==> config.mk <==
export PLATFORM = sky130hd
export DESIGN_NAME = rv_mem_arbiter
export DESIGN_NICKNAME = d
export VERILOG_FILES = /design/src/rtl/rv_mem_arbiter.sv
export SDC_FILE = /design/constraint.sdc
export NUM_CORES = 1
export LEC_CHECK = 0
export CAP_MARGIN = 20
export CORE_AREA = 2 2 116 118
export DETAILED_ROUTE_END_ITERATION = 8
export DIE_AREA = 0 0 118 120
export HOLD_SLACK_MARGIN = 0.02
export PLACE_DENSITY = 0.66
export SYNTH_ARGS = -nofsm -noshare
export SYNTH_HDL_FRONTEND = slang
export SYNTH_SLANG_ARGS = --single-unit
==> constraint.sdc <==
create_clock -name clk_i -period 2.75 [get_ports clk_i]
set_input_delay 0.275 -clock clk_i [delete_from_list [all_inputs] [get_ports clk_i]]
set_output_delay 0.275 -clock clk_i [all_outputs]
set_load 0.02 [all_outputs]
==> src/rtl/rv_mem_arbiter.sv <==
// Single-port memory arbiter sharing one 1-cycle-latency memory between the
// instruction fetch port and the load/store unit, with fetch-stall accounting.
module rv_mem_arbiter #(
    parameter int ADDR_WIDTH   = 32,
    parameter int STARVE_LIMIT = 4
) (
    input  logic                  clk_i,
    input  logic                  rst_i,
    input  logic [ADDR_WIDTH-1:0] im_addr_i,
    output logic [31:0]           im_data_o,
    output logic                  im_valid_o,
    input  logic [ADDR_WIDTH-1:0] dm_addr_i,
    input  logic [31:0]           dm_data_s_i,
    input  logic [3:0]            dm_data_select_i,
    input  logic                  dm_load_i,
    input  logic                  dm_store_i,
    output logic [31:0]           dm_data_l_o,
    output logic                  dm_load_done_o,
    output logic                  dm_store_done_o,
    output logic                  dm_misaligned_o,
    output logic [ADDR_WIDTH-3:0] mem_addr_o,
    output logic [31:0]           mem_wdata_o,
    output logic [3:0]            mem_we_o,
    input  logic [31:0]           mem_rdata_i,
    output logic [31:0]           stall_cnt_o
);

    localparam int SW = (STARVE_LIMIT < 1) ? 1 : $clog2(STARVE_LIMIT + 1);
    localparam logic [SW-1:0] STARVE_MAX = SW'(STARVE_LIMIT);

    typedef enum logic [1:0] {
        GNT_NONE  = 2'd0,
        GNT_FETCH = 2'd1,
        GNT_LOAD  = 2'd2,
        GNT_STORE = 2'd3
    } grant_t;

    grant_t         own_q;
    grant_t         grant;
    logic           mis_q;
    logic           mis_d;
    logic [SW-1:0]  starve_q;
    logic [31:0]    stall_q;
    logic           data_req;
    logic           data_elig;
    logic           starved;
    logic           unused_im_lsb;

    assign unused_im_lsb = ^im_addr_i[1:0];

    function automatic logic is_misaligned(input logic [3:0] sel, input logic [1:0] a);
        logic bad;
        case (sel)
            4'b0001, 4'b0010, 4'b0100, 4'b1000: bad = 1'b0;
            4'b0011, 4'b1100:                   bad = a[0];
            4'b1111:                            bad = |a;
            default:                            bad = 1'b1;
        endcase
        return bad;
    endfunction

    // State register: last grant, pending misalignment report, counters
    always_ff @(posedge clk_i or posedge rst_i) begin
        if (rst_i) begin
            own_q    <= GNT_NONE;
            mis_q    <= 1'b0;
            starve_q <= '0;
            stall_q  <= '0;
        end else begin
            own_q <= grant;
            mis_q <= mis_d;
            if (grant == GNT_FETCH) begin
                starve_q <= '0;
            end else if ((grant == GNT_LOAD || grant == GNT_STORE) && starve_q != STARVE_MAX) begin
                starve_q <= starve_q + 1'b1;
            end
            if (grant != GNT_FETCH) begin
                stall_q <= stall_q + 32'd1;
            end
        end
    end

    // A request whose completion is reported this cycle must not be granted again
    always_comb begin
        grant     = GNT_FETCH;
        mis_d     = 1'b0;
        data_req  = dm_load_i | dm_store_i;
        data_elig = (own_q != GNT_LOAD) && (own_q != GNT_STORE) && !mis_q;
        starved   = (starve_q == STARVE_MAX);
        if (data_req && data_elig && !starved) begin
            if (is_misaligned(dm_data_select_i, dm_addr_i[1:0])) begin
                grant = GNT_NONE;
                mis_d = 1'b1;
            end else if (dm_store_i) begin
                grant = GNT_STORE;
            end else begin
                grant = GNT_LOAD;
            end
        end
    end

    always_comb begin
        mem_addr_o  = im_addr_i[ADDR_WIDTH-1:2];
        mem_wdata_o = dm_data_s_i;
        mem_we_o    = 4'b0000;
        case (grant)
            GNT_LOAD: begin
                mem_addr_o = dm_addr_i[ADDR_WIDTH-1:2];
            end
            GNT_STORE: begin
                mem_addr_o = dm_addr_i[ADDR_WIDTH-1:2];
                mem_we_o   = dm_data_select_i;
            end
            default: begin
            end
        endcase
        if (rst_i) begin
            mem_we_o = 4'b0000;
        end
    end

    assign im_valid_o      = (own_q == GNT_FETCH);
    assign dm_load_done_o  = (own_q == GNT_LOAD);
    assign dm_store_done_o = (own_q == GNT_STORE);
    assign dm_misaligned_o = mis_q;
    assign im_data_o       = mem_rdata_i;
    assign dm_data_l_o     = mem_rdata_i;
    assign stall_cnt_o     = stall_q;

endmodule
==> metrics.txt <==
outcome=completed; via-per-instance ratio=3.994; Syn Std Cell Area=2994 µm²; Die Y=120 µm; Final Setup Violations=0; pwr/cell area=498.5 nW/µm²; net load switching power=0.0006133 W; final hold vios=0; crit path DAT=2.39 ns; # IOs=302; vias in the first global route=2223; Finished Cell Area=4113 µm²; Synth Net Count=433; antenna viol nets, final=0; minimum clock period=2.663 ns; Synth Instances=294; IO buf count=139; Tot GR Track Use=0.1051; clk_skew=0.004507 ns; VDD IR-drop max=0.0002417 V; DP HPWL=6.533 mm; drt wl/cell=14.73 µm; RSZ-0062 raised after global routing=false; setup ws final=0.08701 ns; die outline area=14160 µm²; MaxCap Viol Count=0; GPL Wtd Cong=0.7527; DRC errors left=0; synthesized flop and latch total=38; total gr overflow=0; Internal=0.001437 W; Async SR Flop Fraction=1.000; sw frac=0.2991; Worst R2R Setup Slack=0.42 ns; fin crit share=0.9684; worst hold margin=0.4645 ns; Fillers=1354; first-pass GRT wire length=11.86 mm; largest stage delay on the critical path=0.51 ns; Post-synth EDFFs=0; CTS tree=built; H-Tree Level Count=2; largest net degree at the start of global routing=39; max-slew violation count=0; Nets=495; via count=2129; P_leak=1.856 nW; core box area=12980 µm²; proportion of layout cells with a drive suffix above 1=0.1737; fmax=0.3755 GHz; crit start category=input pin; Die Wd=118 µm; Initial Util=0.2307; Worst Setup Path Type=input pin to output port; placed cell areas=3984 µm²; clock root buffer=clkbuf_16; power share of the sequential group=0.336; # diodes=0; CP cell instances=clkdlybuf4s50_1 > or4b_1 > o31a_1 > o211ai_2 > nand2_4 > buf_12 > mux2_2 > dlygate4sd2_1; area grow syn2layout=37.36%; Worst Hold Class=flop to flop; drt pass-1 iters=4; Routed WL=7.853 mm; pre-CTS WS=-0.3113 ns; Data required, critical path=2.48 ns; clk sinks=38; post-synthesis sequential area ratio=0.3176; Worst-path clk slew=0.05 ns; number of distinct library cells after synthesis=33; clock share of power=0.307; Crit-path slowest cell=or4b_1; Mapped Avg Cell Area=10.18 µm²; CTS Buf Count=5; YS warnings=0; Setup crit end kind=output port; CTS max path bufs=2; combinational cell fraction of total power=0.358; Skew-Pair Late Insertion Delay=0.27 ns; antenna violations before repair=0; max_slew headroom=0.6516; Tightest Pin Transition=0.5183 ns; drt first-iter violations=67; Post-synth top flop=dfrtp_1; num rows=42; Max FO, Critical Path=17
synth_stat cells, drive strengths merged (2+ instances only):
master   n  area [µm²]
buf     99       754.5
dfrtp   38       950.9
mux2    30       446.7
xnor2   23       201.4
nand2   20       82.58
nand3   13       65.06
nor2    11       41.29
nand4    9       56.30
xor2     9       78.83
inv      6       22.52
and4     5       43.79
nor4b    4       35.03
and3     3       18.77
ha       3       37.54
nor4     3       31.28
a21oi    2       10.01
and2     2       12.51
clkbuf   2       7.510
nor2b    2       12.51
final cells by class:
type	instances	area [µm²]	share of cell area
Inverter	6	22.52	0.005476
Multi-Input combinational cell	149	1267	0.3082
Clock inverter	1	30.03	0.007301
Clock buffer	7	132.6	0.03225
Sequential cell	38	950.9	0.2312
Timing Repair Buffer	156	1489	0.3620
Tap cell	176	220.2	0.05354
placed cells by master, fill, tap and decap left out, types with 2 or more instances in the layout:
master           synthesis  routed
clkbuf_1                 2       2
nand2_1                 19      18
buf_4                   96      16
clkbuf_16                0       5
a21oi_1                  2       2
dlygate4sd2_1            0      34
dfrtp_1                 38      38
nand3_1                 13      13
xor2_1                   9       9
nor4_2                   2       2
and4_1                   5       5
ha_1                     3       3
nor2_1                  11      11
nor2b_1                  2       2
nor4b_1                  4       3
xnor2_1                 23      23
and3_1                   3       3
and2_1                   2       2
inv_1                    6       6
nand4_1                  9       9
clkdlybuf4s50_1          0     105
mux2_4                  29      29
routing by layer:
| layer | part of all wire | vias to the layer above | wire [µm] | global-route usage |
|---|---|---|---|---|
| met3 | 0.075 | 39 | 591 | 0.03327 |
| met2 | 0.48 | 72 | 3734 | 0.1657 |
| met5 | 0 | - | 0 | 0 |
| li1 | - | 1014 | - | - |
| met4 | 0.032 | 0 | 248 | 0.04895 |
| met1 | 0.42 | 1004 | 3278 | 0.1307 |
per-stage QoR:
stage	TNS [ns]	std cells	util	total power, W
3_5_place_dp	-4.514	525	0.3069	0.001475
4_1_cts	0	533	0.3167	0.002086
5_1_grt	0	533	0.3169	0.002165
3_3_place_gp	-4.376	525	0.3069	0.001463
2_1_floorplan	0	294	-	0.001273
6_report	0	533	0.3169	0.002050
final timing paths:
path / depth (start not counted) / endpoint / startpoint
max: 8 / mem_addr_o[29] / dm_data_select_i[1]
min: 1 / stall_cnt_o[31] / stall_cnt_o[31]
max reg2reg: 8 / stall_cnt_o[26] / starve_q[0]
min reg2reg: 1 / stall_cnt_o[31] / stall_cnt_o[31]
max in group asynchronous: 3 / stall_cnt_o[25] / rst_i
min in group asynchronous: 3 / dm_misaligned_o / rst_i
timing repair:
action / in CTS / in global routing
hold buffers: 0 / 0
setup endpoints to repair: 34 / 1
buffers inserted: 0 / 0
resized for setup: 35 / 1
worst max-delay path: cells and delay by family:
family	cells	cell delay, ns
AO/OA/AOI/OAI	2	0.25
buffers and inverters	3	0.93
multiplexers	1	0.30
AND/OR/NAND/NOR	2	0.62
power by group through the flow:
stage	Combinational [W]	Clock (W)	Sequential, W
2_1_floorplan	0.000532	0	0.000742
3_3_place_gp	0.000766	0	0.000697
3_5_place_dp	0.000775	0	0.000700
4_1_cts	0.000744	0.000650	0.000691
5_1_grt	0.000790	0.000673	0.000703
6_report	0.000733	0.000629	0.000688
flip-flops by register name (all words and copies together) (netlist names):
register         cells
own_q                2
starve_q             3
dm_misaligned_o      1
stall_cnt_o         32
cells by family after synthesis:
| kind of cell | count (synthesis) | synth area share |
|---|---|---|
| AO/OA/AOI/OAI | 8 | 0.02257 |
| buffers and inverters | 107 | 0.2620 |
| XOR/XNOR | 32 | 0.09361 |
| AND/OR/NAND/NOR | 76 | 0.1425 |
| adder cells (fa/ha/maj) | 3 | 0.01254 |
| flip-flops | 38 | 0.3176 |
| multiplexers | 30 | 0.1492 |
Power figures use the tool's default switching activity.
